File: config.mk
export PLATFORM = sky130hd
export DESIGN_NAME = lane_deserializer_flat
export DESIGN_NICKNAME = d
export VERILOG_FILES = /design/src/rtl/lane_deserializer_if.sv /design/src/rtl/lane_deserializer.sv /design/src/flat_wrapper.sv
export SDC_FILE = /design/constraint.sdc
export NUM_CORES = 1
export LEC_CHECK = 0
export ABC_CLOCK_PERIOD_IN_PS = 4500
export BUFFER_PORTS_ARGS = -buffer_cell sky130_fd_sc_hd__buf_4
export CAP_MARGIN = 10
export CORE_MARGIN = 2
export CORE_UTILIZATION = 40
export CTS_CLUSTER_SIZE = 40
export DETAILED_ROUTE_END_ITERATION = 8
export PLACE_DENSITY = 0.57
export SYNTH_ARGS = -nofsm -noshare
export SYNTH_HDL_FRONTEND = slang
export SYNTH_SLANG_ARGS = --single-unit
File: constraint.sdc
create_clock -name clk -period 4.5 [get_ports clk]
set_input_delay 0.45 -clock clk [delete_from_list [all_inputs] [get_ports clk]]
set_output_delay 0.45 -clock clk [all_outputs]
set_load 0.03 [all_outputs]
File: src/rtl/lane_deserializer_if.sv
// Lane deserializer bus: serial lane inputs from the sink stage and the buffered word-set output.
// The slave modport is the deserializer; the master modport is whatever drives and consumes it.
interface lane_deserializer_if #(
  parameter int unsigned N = 4,
  parameter int unsigned W = 8
) ();
  logic [N-1:0]         lane_bits;
  logic                 lane_strobe;
  logic [N*W-1:0]       out_data;
  logic                 out_valid;
  logic                 out_ready;
  logic                 overflow;
  logic                 clr_ovf;
  logic [$clog2(W)-1:0] bit_cnt;

  modport slave (
    input  lane_bits,
    input  lane_strobe,
    input  out_ready,
    input  clr_ovf,
    output out_data,
    output out_valid,
    output overflow,
    output bit_cnt
  );

  modport master (
    output lane_bits,
    output lane_strobe,
    output out_ready,
    output clr_ovf,
    input  out_data,
    input  out_valid,
    input  overflow,
    input  bit_cnt
  );
endinterface

File: src/rtl/lane_deserializer.sv
// Collects W MSB-first bits on each of N lanes into a word set and queues completed sets
// in a 2-entry buffer; a set arriving while the buffer is full and not popping is dropped.
module lane_deserializer #(
  parameter int unsigned N = 4,
  parameter int unsigned W = 8
) (
  input  logic                  clk,
  input  logic                  rst_n,
  lane_deserializer_if.slave    bus_io
);

  localparam int unsigned CntW = $clog2(W);

  typedef enum logic [1:0] {StEmpty, StOne, StFull} state_e;

  logic [N-1:0][W-1:0] shift_q, shift_d;
  logic [CntW-1:0]     cnt_q, cnt_d;
  logic [N*W-1:0]      word_d;
  logic                push, pop, drop;

  state_e              state_q;
  logic [N*W-1:0]      head_q, tail_q;
  logic                valid_q, ovf_q;

  always_comb begin
    shift_d = shift_q;
    cnt_d   = cnt_q;
    push    = 1'b0;
    if (bus_io.lane_strobe) begin
      for (int i = 0; i < N; i++) begin
        shift_d[i] = {shift_q[i][W-2:0], bus_io.lane_bits[i]};
      end
      if (cnt_q == CntW'(W - 1)) begin
        cnt_d = '0;
        push  = 1'b1;
      end else begin
        cnt_d = cnt_q + CntW'(1);
      end
    end
  end

  // The completing strobe's own bit is part of the pushed set, so push from shift_d.
  assign word_d = shift_d;
  assign pop    = valid_q & bus_io.out_ready;
  assign drop   = (state_q == StFull) & push & ~pop;

  always_ff @(posedge clk or negedge rst_n) begin
    if (!rst_n) begin
      shift_q <= '0;
      cnt_q   <= '0;
    end else begin
      shift_q <= shift_d;
      cnt_q   <= cnt_d;
    end
  end

  always_ff @(posedge clk or negedge rst_n) begin
    if (!rst_n) begin
      state_q <= StEmpty;
      head_q  <= '0;
      tail_q  <= '0;
      valid_q <= 1'b0;
      ovf_q   <= 1'b0;
    end else begin
      unique case (state_q)
        StEmpty: begin
          if (push) begin
            head_q  <= word_d;
            valid_q <= 1'b1;
            state_q <= StOne;
          end
        end
        StOne: begin
          if (push && pop) begin
            head_q <= word_d;
          end else if (push) begin
            tail_q  <= word_d;
            state_q <= StFull;
          end else if (pop) begin
            valid_q <= 1'b0;
            state_q <= StEmpty;
          end
        end
        StFull: begin
          if (pop) begin
            head_q <= tail_q;
            if (push) begin
              tail_q <= word_d;
            end else begin
              state_q <= StOne;
            end
          end
        end
        default: begin
          valid_q <= 1'b0;
          state_q <= StEmpty;
        end
      endcase

      // A fresh drop outranks a clear in the same cycle.
      if (drop) begin
        ovf_q <= 1'b1;
      end else if (bus_io.clr_ovf) begin
        ovf_q <= 1'b0;
      end
    end
  end

  assign bus_io.out_data  = head_q;
  assign bus_io.out_valid = valid_q;
  assign bus_io.overflow  = ovf_q;
  assign bus_io.bit_cnt   = cnt_q;

endmodule

File: src/flat_wrapper.sv
// flat-port wrapper written by rule: the top's interface ports become plain ports
module lane_deserializer_flat 
#(
  parameter int unsigned N = 4,
  parameter int unsigned W = 8
)
  (clk, rst_n, bus_io_lane_bits, bus_io_lane_strobe, bus_io_out_ready, bus_io_clr_ovf, bus_io_out_data, bus_io_out_valid, bus_io_overflow, bus_io_bit_cnt);
  lane_deserializer_if #(.N(N), .W(W)) bus_io_i ();
  input  logic clk;
  input  logic rst_n;
  input wire logic [$bits(bus_io_i.lane_bits)-1:0] bus_io_lane_bits;
  input wire logic [$bits(bus_io_i.lane_strobe)-1:0] bus_io_lane_strobe;
  input wire logic [$bits(bus_io_i.out_ready)-1:0] bus_io_out_ready;
  input wire logic [$bits(bus_io_i.clr_ovf)-1:0] bus_io_clr_ovf;
  output wire logic [$bits(bus_io_i.out_data)-1:0] bus_io_out_data;
  output wire logic [$bits(bus_io_i.out_valid)-1:0] bus_io_out_valid;
  output wire logic [$bits(bus_io_i.overflow)-1:0] bus_io_overflow;
  output wire logic [$bits(bus_io_i.bit_cnt)-1:0] bus_io_bit_cnt;
  assign bus_io_i.lane_bits = bus_io_lane_bits;
  assign bus_io_i.lane_strobe = bus_io_lane_strobe;
  assign bus_io_i.out_ready = bus_io_out_ready;
  assign bus_io_i.clr_ovf = bus_io_clr_ovf;
  assign bus_io_out_data = bus_io_i.out_data;
  assign bus_io_out_valid = bus_io_i.out_valid;
  assign bus_io_overflow = bus_io_i.overflow;
  assign bus_io_bit_cnt = bus_io_i.bit_cnt;
  lane_deserializer #(.N(N), .W(W)) u_core (.clk(clk), .rst_n(rst_n), .bus_io(bus_io_i));
endmodule
==> flow_summary.json, run 1 <==
{
  "timing.rr.start": "u_core.bus_io.bit_cnt[0]$_DFFE_PN0P_",
  "crit_path_end": "u_core.tail_q[6]$_DFFE_PN0P_",
  "clock-root-buffer": "clkbuf_8",
  "synth_edf_count": 0,
  "worst_path_largest_cell_delay_ns": 0.94,
  "end_kind": "flop",
  "synthFlopType": "dfrtp_1",
  "gp_congestion": 0.679,
  "cp_common_cell": "ha_1",
  "async_reset_ff_frac": 1.00,
  "path_class": "flop to flop",
  "ys_warn_count": 0,
  "cts_sinks": 103,
  "vias_per_cell": 4.89,
  "status": "finished, final reports clean",
  "rsz0062_at_grt": "false",
  "min_path_type": "input port to async pin",
  "slew_headroom": 0.221,
  "nets": 363,
  "fin_crit_ns": 2.58,
  "whs_ns": 0.200,
  "required_ns": 4.74,
  "yosys-top-cells-area": "dfrtp_1, mux2_2, mux2i_1",
  "ys_seq_area_frac": 0.612,
  "wl_um": 7090,
  "cts.clk_slew.worst_paths_ns": 0.09,
  "fin_cells": 492,
  "ctsHtreeMaxLevel": 3,
  "irDropWorstVdd_v": 0.000200,
  "grt_pass1_wl_um": 12100,
  "start_util": 0.410,
  "dpl.cell_count": 477,
  "syn_area_um2": 4210,
  "postSynthCellCount": 310,
  "reg2reg_slack_ns": 1.92,
  "post_cts_resized": 0,
  "p_leak_nw": 2.22,
  "setup_viol": 0,
  "drc": 0,
  "synth_fp_nets": 321,
  "cts_hold_buf": 0,
  "cts_tree": "done",
  "first_pass_iters": 4,
  "diodes": 0,
  "yosysMostFrequentCell": "dfrtp_1",
  "antenna_found_initial": 0,
  "ys_seq_elements": 103,
  "max_slew.worst_pin.slew_ns": 1.17,
  "dr_total_vias": 2407,
  "clk-insertion-delay-late_ns": 0.36,
  "fmax_mhz": 388,
  "post_cts_buffers": 0,
  "clock-skew-final_ns": 0.00523,
  "critPathLaunchType": "flop",
  "worstReg2RegEnd": "u_core.tail_q[6]$_DFFE_PN0P_",
  "drive_above_1_share": 0.362,
  "yosysUniqueCellTypes": 24,
  "crit_chain": "ha_1 -> ha_1 -> nand2_1 -> a21oi_4 -> mux2_2",
  "dp_hpwl_um": 4350,
  "finalCritPeriodShare": 0.573,
  "cts_buffer_depth": 2,
  "num_rows": 37,
  "grt.total_usage": 0.136,
  "utilization": 0.474,
  "p_per_area_nw_per_um2": 397,
  "cts_buffers": 9,
  "rr_worst_depth": 5,
  "crit_path_start": "u_core.bus_io.bit_cnt[0]$_DFFE_PN0P_",
  "synth_top_area_share": 0.612,
  "avgSynthCellArea_um2": 13.6,
  "pin_count": 46,
  "core_um2": 10300,
  "synth_top_area_cell": "dfrtp_1",
  "final-hold-violation-count": 0,
  "portBuffers": 45,
  "maxCapViolCount": 0,
  "grt_max_degree": 69,
  "ant_nets": 0,
  "first_global_vias": 2469,
  "ys_top_cells_by_count": "dfrtp_1, mux2_2, nor2_1, a21oi_1, mux2i_1",
  "first_iter_violations": 63,
  "arrival_ns": 2.82,
  "wl_per_cell_um": 14.4,
  "die-area_um2": 11400,
  "dieHeight_um": 107,
  "path_max_fanout": 32,
  "slowest_stage": "a21oi_4",
  "setup_tns_ns": 0,
  "areaGrowthSynthToFinish_pct": 15.6,
  "die_w_um": 107,
  "slew_violations": 0,
  "gr-total-overflow": 0
}
## cell usage in the layout, fill, tap and decap left out, drive strengths merged
cell type | netlist | routed
dfrtp | 103 | 103
mux2 | 66 | 66
buf | 12 | 48
nor2 | 36 | 36
a21oi | 36 | 36
mux2i | 32 | 32
clkbuf | 5 | 12
nand2 | 4 | 4
o22ai | 3 | 3
inv | 2 | 2
nand3b | 2 | 2
ha | 2 | 2
bufinv | 0 | 2
a21boi | 1 | 1
nand2b | 1 | 1
or2 | 1 | 1
o32ai | 1 | 1
o2bb2ai | 1 | 1
o21ai | 1 | 1
nand3 | 1 | 1
clkinvlp | 0 | 1
## layer usage
| metal | global-route usage | up-vias | part of all wire |
|---|---|---|---|
| met3 | 0.0365 | 6 | 0.036 |
| met2 | 0.212 | 37 | 0.46 |
| met4 | 0.0501 | 0 | 0.011 |
| met1 | 0.184 | 1201 | 0.49 |
| met5 | 0 | - | 0 |
| li1 | - | 1163 | - |
## critical path, delay by kind of cell (launching register included)
kind,cells,cell delay (ns)
fa+ha+maj,2,0.42
simple gates,1,0.23
compound gates,1,0.94
mux,1,0.42
flops,1,0.41
## registers in the layout, summed over array words and instances, names as in the netlist
| register | count |
|---|---|
| u_core.tail_q | 32 |
| u_core.bus_io.bit_cnt | 3 |
| u_core.bus_io.out_data | 32 |
| u_core.shift_q | 32 |
| u_core.bus_io.out_valid | 1 |
| u_core.state_q | 2 |
| u_core.bus_io.overflow | 1 |
## stage by stage
stage	power, mW	area, µm²	setup WS (ns)
4_1_cts	1.97	4870	1.87
5_1_grt	2.05	4870	1.64
6_report	1.94	4870	1.92
2_1_floorplan	1.25	4210	2.44
3_5_place_dp	1.34	4660	1.76
3_3_place_gp	1.33	4660	1.78
## cell families after synthesis
family                   share of synthesized area
AO/OA/AOI/OAI                               0.0615
adder cells (fa/ha/maj)                    0.00594
buffers and inverters                       0.0252
flip-flops                                   0.612
multiplexers                                 0.252
AND/OR/NAND/NOR                             0.0433
## worst min-delay path by stage
stage | depth (start not counted) | end | from
after floorplan | 0 | u_core.bus_io.bit_cnt[0]$_DFFE_PN0P_ | rst_n
after global placement | 1 | u_core.tail_q[4]$_DFFE_PN0P_ | u_core.tail_q[4]$_DFFE_PN0P_
after detailed placement | 1 | u_core.tail_q[4]$_DFFE_PN0P_ | u_core.tail_q[4]$_DFFE_PN0P_
after CTS | 1 | u_core.bus_io.out_data[28]$_DFFE_PN0P_ | rst_n
after global routing | 2 | u_core.bus_io.overflow$_DFFE_PN0P_ | bus_io_clr_ovf
final | 1 | u_core.bus_io.bit_cnt[1]$_DFFE_PN0P_ | rst_n
## cell type report
class	instances	area, µm²
repair buffers	48	373
well taps	136	170
flip-flops and latches	103	2580
inverters	2	7.51
fillers	949	5400
clock buffers	12	145
multi-input cells	188	1530
clock inverters	3	67.6
## power breakdown
| part | switching, mW | leakage, nW | internal [mW] |
|---|---|---|---|
| combinational | 0.138 | 0.755 | 0.115 |
| clock | 0.294 | 0.103 | 0.326 |
| sequential | 0.0454 | 1.36 | 1.02 |
| total | 0.477 | 2.22 | 1.46 |
(Power assumes the default switching activity.)
==> inputs of run 2 (changes only) <==
- ABC_CLOCK_PERIOD_IN_PS: 4500 -> 2400
- clock period: 4.5 -> 2.4 ns (I/O delays scaled with it)
==> flow_summary.json, run 2 (synthesis results as in run 1) <==
{
  "reg2reg_slack_ns": 0.40,
  "p_clk_frac": 0.315,
  "switching_share": 0.268,
  "min_path_type": "input port to flop",
  "first_iter_violations": 85,
  "intPower_mw": 2.64,
  "final-hold-violation-count": 0,
  "max_slew.worst_pin.slew_ns": 0.560,
  "vias_per_cell": 4.90,
  "p_switching_mw": 0.967,
  "post_cts_buffers": 0,
  "crit_chain": "ha_1 -> ha_1 -> nand2_1 -> o32ai_4 -> buf_4 -> nor2_1 -> a21oi_1",
  "start_util": 0.410,
  "post_cts_resized": 0,
  "drive_above_1_share": 0.376,
  "finalInstanceArea_um2": 4920,
  "core_um2": 10300,
  "status": "finished, final reports clean",
  "seq_power_share": 0.553,
  "fin_crit_ns": 2.00,
  "clk-insertion-delay-late_ns": 0.36,
  "gp_congestion": 0.694,
  "dr_total_vias": 2442,
  "cts_sinks": 103,
  "combPwrFrac": 0.133,
  "p_per_area_nw_per_um2": 731,
  "nets": 368,
  "slew_headroom": 0.627,
  "irDropWorstVdd_v": 0.000410,
  "slowest_stage": "dfrtp_1",
  "arrival_ns": 2.29,
  "slew_violations": 0,
  "cp_common_cell": "ha_1",
  "path_max_fanout": 36,
  "num_rows": 37,
  "place_area_um2": 4700,
  "cts.clk_slew.worst_paths_ns": 0.10,
  "wl_per_cell_um": 14.1,
  "cts_buffers": 9,
  "dp_hpwl_um": 4370,
  "fill_cells": 991,
  "path_class": "flop to flop",
  "end_kind": "flop",
  "antenna_found_initial": 0,
  "fmax_mhz": 499,
  "ctsHtreeMaxLevel": 3,
  "gr-total-overflow": 0,
  "setup_tns_ns": 0,
  "first_global_vias": 2543,
  "pin_count": 46,
  "portBuffers": 45,
  "ant_nets": 0,
  "setup_viol": 0,
  "worst_path_largest_cell_delay_ns": 0.40,
  "die-area_um2": 11400,
  "required_ns": 2.68,
  "areaGrowthSynthToFinish_pct": 16.9,
  "dieHeight_um": 107,
  "clock-skew-final_ns": 0.00790,
  "first_pass_iters": 4,
  "final_common_cell": "dfrtp_1",
  "finalCritPeriodShare": 0.834,
  "cts_buffer_depth": 2,
  "clock-root-buffer": "clkbuf_8",
  "power_mw": 3.60,
  "grt_max_degree": 104,
  "drc": 0,
  "die_w_um": 107,
  "final_cell_mix": "dfrtp_1, mux2_2, buf_4, nor2_1, a21oi_1",
  "p_leak_nw": 2.25,
  "cts_tree": "done",
  "rsz0062_at_grt": "false",
  "utilization": 0.479,
  "wl_um": 7040,
  "grt_pass1_wl_um": 12200,
  "grt.total_usage": 0.135,
  "critPathLaunchType": "flop",
  "maxCapViolCount": 0,
  "diodes": 0
}
==> run 2: changes by cell type in the layout (fill, tap and decap cells not counted), moves of 2 or more <==
cell | previous run | this run
buf_4 | 47 | 50
inv_8 | 0 | 2
clkbuf_1 | 2 | 0
clkinv_4 | 0 | 2
inv_6 | 0 | 2
==> run 2: power groups by stage <==
stage	logic, mW	clock network (mW)	registers (mW)
final	0.477	1.13	1.99
after global routing	0.534	1.27	2.02
after CTS	0.489	1.19	1.99
after detailed placement	0.485	0	2.03
after global placement	0.470	0	2.02
after floorplan	0.274	0	2.06
==> run 2: area by class of cell <==
class	instances	area, µm²	area share
repair buffers	53	425	0.0864
clock inverters	7	87.6	0.0178
clock buffers	9	124	0.0252
flip-flops and latches	103	2580	0.523
inverters	2	7.51	0.00152
multi-input cells	188	1530	0.311
well taps	136	170	0.0346
==> run 2: critical path, delay by kind of cell, from the launching register on <==
family | cells | cell delay (ns)
AND/OR/NAND/NOR | 2 | 0.29
buffers and inverters | 1 | 0.38
flip-flops | 1 | 0.40
AO/OA/AOI/OAI | 2 | 0.44
adder cells (fa/ha/maj) | 2 | 0.41
==> run 2: worst paths after layout <==
| path | from | end | cells after the start |
|---|---|---|---|
| min in group asynchronous | rst_n | u_core.bus_io.out_valid$_DFFE_PN0P_ | 3 |
| max in group asynchronous | rst_n | u_core.shift_q[23]$_DFF_PN0_ | 3 |
| max | u_core.bus_io.bit_cnt[0]$_DFFE_PN0P_ | u_core.bus_io.out_data[13]$_DFFE_PN0P_ | 7 |
| min | bus_io_clr_ovf | u_core.bus_io.overflow$_DFFE_PN0P_ | 2 |
| max reg2reg | u_core.bus_io.bit_cnt[0]$_DFFE_PN0P_ | u_core.bus_io.out_data[13]$_DFFE_PN0P_ | 7 |
| min reg2reg | u_core.tail_q[4]$_DFFE_PN0P_ | u_core.tail_q[4]$_DFFE_PN0P_ | 1 |
==> run 2: per-layer routing <==
metal,wire (µm),up-vias,share of wire,global-route usage
met5,0,-,0,0
met4,59,0,0.0084,0.0380
met3,312,5,0.044,0.0456
met2,3450,38,0.49,0.224
met1,3210,1211,0.46,0.170
li1,-,1188,-,-
==> run 2: timing repair <==
item                       CTS  global route
hold endpoints to repair   103             0
setup endpoints to repair    0             0
hold buffers                 1             0
==> run 2: through the flow <==
stage,cells,worst slack (ns),hold slack [ns]
5_1_grt,498,0.244,0.0356
4_1_cts,498,0.385,0.0285
2_1_floorplan,310,0.338,-0.0556
6_report,498,0.398,0.0542
3_3_place_gp,481,0.495,0.358
3_5_place_dp,481,0.421,0.355
==> inputs of run 3 (changes only) <==
- ABC_CLOCK_PERIOD_IN_PS: 2400 -> 1800
- PLACE_DENSITY: 0.57 -> 0.59
- clock period: 2.4 -> 1.8 ns (I/O delays scaled with it)
==> flow_summary.json, run 3 (synthesis results as in run 1) <==
{
  "status": "finished, final reports clean",
  "cts.clk_slew.worst_paths_ns": 0.12,
  "gr-total-overflow": 0,
  "worstReg2RegEnd": "u_core.tail_q[2]$_DFFE_PN0P_",
  "vias_per_cell": 4.97,
  "min_path_type": "input port to flop",
  "reg2reg_slack_ns": 0.08,
  "dpl.cell_count": 489,
  "path_class": "flop to flop",
  "required_ns": 2.04,
  "rr_worst_depth": 6,
  "drive_above_1_share": 0.422,
  "final-hold-violation-count": 0,
  "dr_total_vias": 2558,
  "die-area_um2": 11400,
  "first_pass_iters": 3,
  "first_global_vias": 2612,
  "whs_ns": 0.0700,
  "path_max_fanout": 12,
  "hold_depth": 2,
  "num_rows": 37,
  "fin_cells": 515,
  "timing.rr.start": "u_core.state_q[0]$_DFFE_PN0P_",
  "cts_buffers": 9,
  "met2_usage": 0.222,
  "start_util": 0.410,
  "clock-skew-final_ns": 0.0170,
  "wl_um": 8130,
  "dp_hpwl_um": 4780,
  "clk-insertion-delay-late_ns": 0.37,
  "fin_crit_ns": 1.72,
  "portBuffers": 45,
  "utilization": 0.507,
  "core_um2": 10300,
  "rsz0062_at_grt": "false",
  "grt_max_degree": 45,
  "dieHeight_um": 107,
  "cts_tree": "done",
  "max_slew.worst_pin.slew_ns": 0.508,
  "grt.total_usage": 0.141,
  "final_cell_mix": "dfrtp_1, mux2_2, buf_4, nor2_1, a21oi_1",
  "areaGrowthSynthToFinish_pct": 23.6,
  "antenna_found_initial": 0,
  "irDropWorstVdd_v": 0.000463,
  "critPathLaunchType": "flop",
  "grt_pass1_wl_um": 12600,
  "cts_sinks": 103,
  "slew_violations": 0,
  "grtUsageMet3": 0.0377,
  "drc": 0,
  "worst_slack_ns": 0.0773,
  "fmax_mhz": 580,
  "ant_nets": 0,
  "pin_count": 46,
  "met1_usage": 0.189,
  "finalCritPeriodShare": 0.957,
  "end_kind": "flop",
  "first_iter_violations": 92,
  "arrival_ns": 1.97,
  "top_usage_layer": "met2",
  "p_per_area_nw_per_um2": 914,
  "nets": 385,
  "clock-root-buffer": "clkbuf_8",
  "worstHoldStart": "bus_io_lane_bits[1]",
  "diodes": 0,
  "hold_end": "u_core.shift_q[8]$_DFF_PN0_",
  "die_w_um": 107,
  "maxCapViolCount": 0,
  "cts_buffer_depth": 2,
  "dp_slack_ns": 0.0538,
  "final_common_cell": "dfrtp_1",
  "setup_tns_ns": 0,
  "wl_per_cell_um": 15.8,
  "slew_headroom": 0.661,
  "setup_viol": 0,
  "gp_congestion": 0.727,
  "ctsHtreeMaxLevel": 3,
  "p_leak_nw": 2.36
}
run 3: cell count changes in the layout (fill, tap and decap cells not counted), moves of 2 or more:
cell / before / now
buf_12: 2 / 5
clkbuf_16: 0 / 4
clkinvlp_4: 0 / 3
buf_6: 0 / 2
dfrtp_2: 0 / 3
nand2_1: 4 / 2
ha_1: 2 / 0
inv_6: 2 / 0
dfrtp_1: 103 / 100
buf_4: 50 / 56
ha_4: 0 / 2
run 3: worst max-delay path, cell delays in order (launching register included):
cell      delay (ns)
dfrtp_1         0.38
nand2b_2        0.20
or2_4           0.25
a21oi_4         0.15
buf_4           0.15
buf_12          0.14
mux2_2          0.33
run 3: power by group:
part / switching (mW) / internal, mW / total [mW]
Clock: 0.849 / 0.534 / 1.38
Sequential: 0.129 / 2.55 / 2.68
Combinational: 0.367 / 0.336 / 0.703
run 3: timing repair:
action / 4_1_cts / 5_1_grt
hold buffers: 2 / 0
resized for setup: 0 / 8
endpoints found under the hold margin: 36 / 0
buffers inserted: 0 / 3
setup endpoints to repair: 0 / 45
run 3: how the worst max path moves through the flow:
stage	endpoint	cells after the start	slack, ns	startpoint
2_1_floorplan	u_core.bus_io.out_data[23]$_DFFE_PN0P_	7	0.003	u_core.bus_io.bit_cnt[0]$_DFFE_PN0P_
3_3_place_gp	u_core.bus_io.out_data[11]$_DFFE_PN0P_	7	0.12	u_core.bus_io.bit_cnt[0]$_DFFE_PN0P_
3_5_place_dp	u_core.bus_io.out_data[19]$_DFFE_PN0P_	7	0.05	u_core.bus_io.bit_cnt[0]$_DFFE_PN0P_
4_1_cts	u_core.bus_io.out_data[11]$_DFFE_PN0P_	7	0.03	u_core.bus_io.bit_cnt[0]$_DFFE_PN0P_
5_1_grt	u_core.tail_q[0]$_DFFE_PN0P_	6	0.003	u_core.state_q[0]$_DFFE_PN0P_
6_report	u_core.tail_q[2]$_DFFE_PN0P_	6	0.08	u_core.state_q[0]$_DFFE_PN0P_
run 3: layout make-up:
cell class	instances	area [µm²]
fillers	909	5070
flip-flops and latches	103	2580
multi-input cells	188	1570
repair buffers	70	691
well taps	136	170
clock buffers	9	124
clock inverters	7	65.1
inverters	2	7.51
run 3: layer usage:
layer	routed length, µm	share of wire
met4	97	0.012
met1	4030	0.50
met5	0	0
met3	284	0.035
met2	3710	0.46
run 3: stage by stage:
step	instance area, µm²	power (mW)
floorplan	4250	3.13
global placement	4810	3.36
detailed placement	4810	3.38
CTS	5020	4.78
global route	5210	5.03
finish	5210	4.76
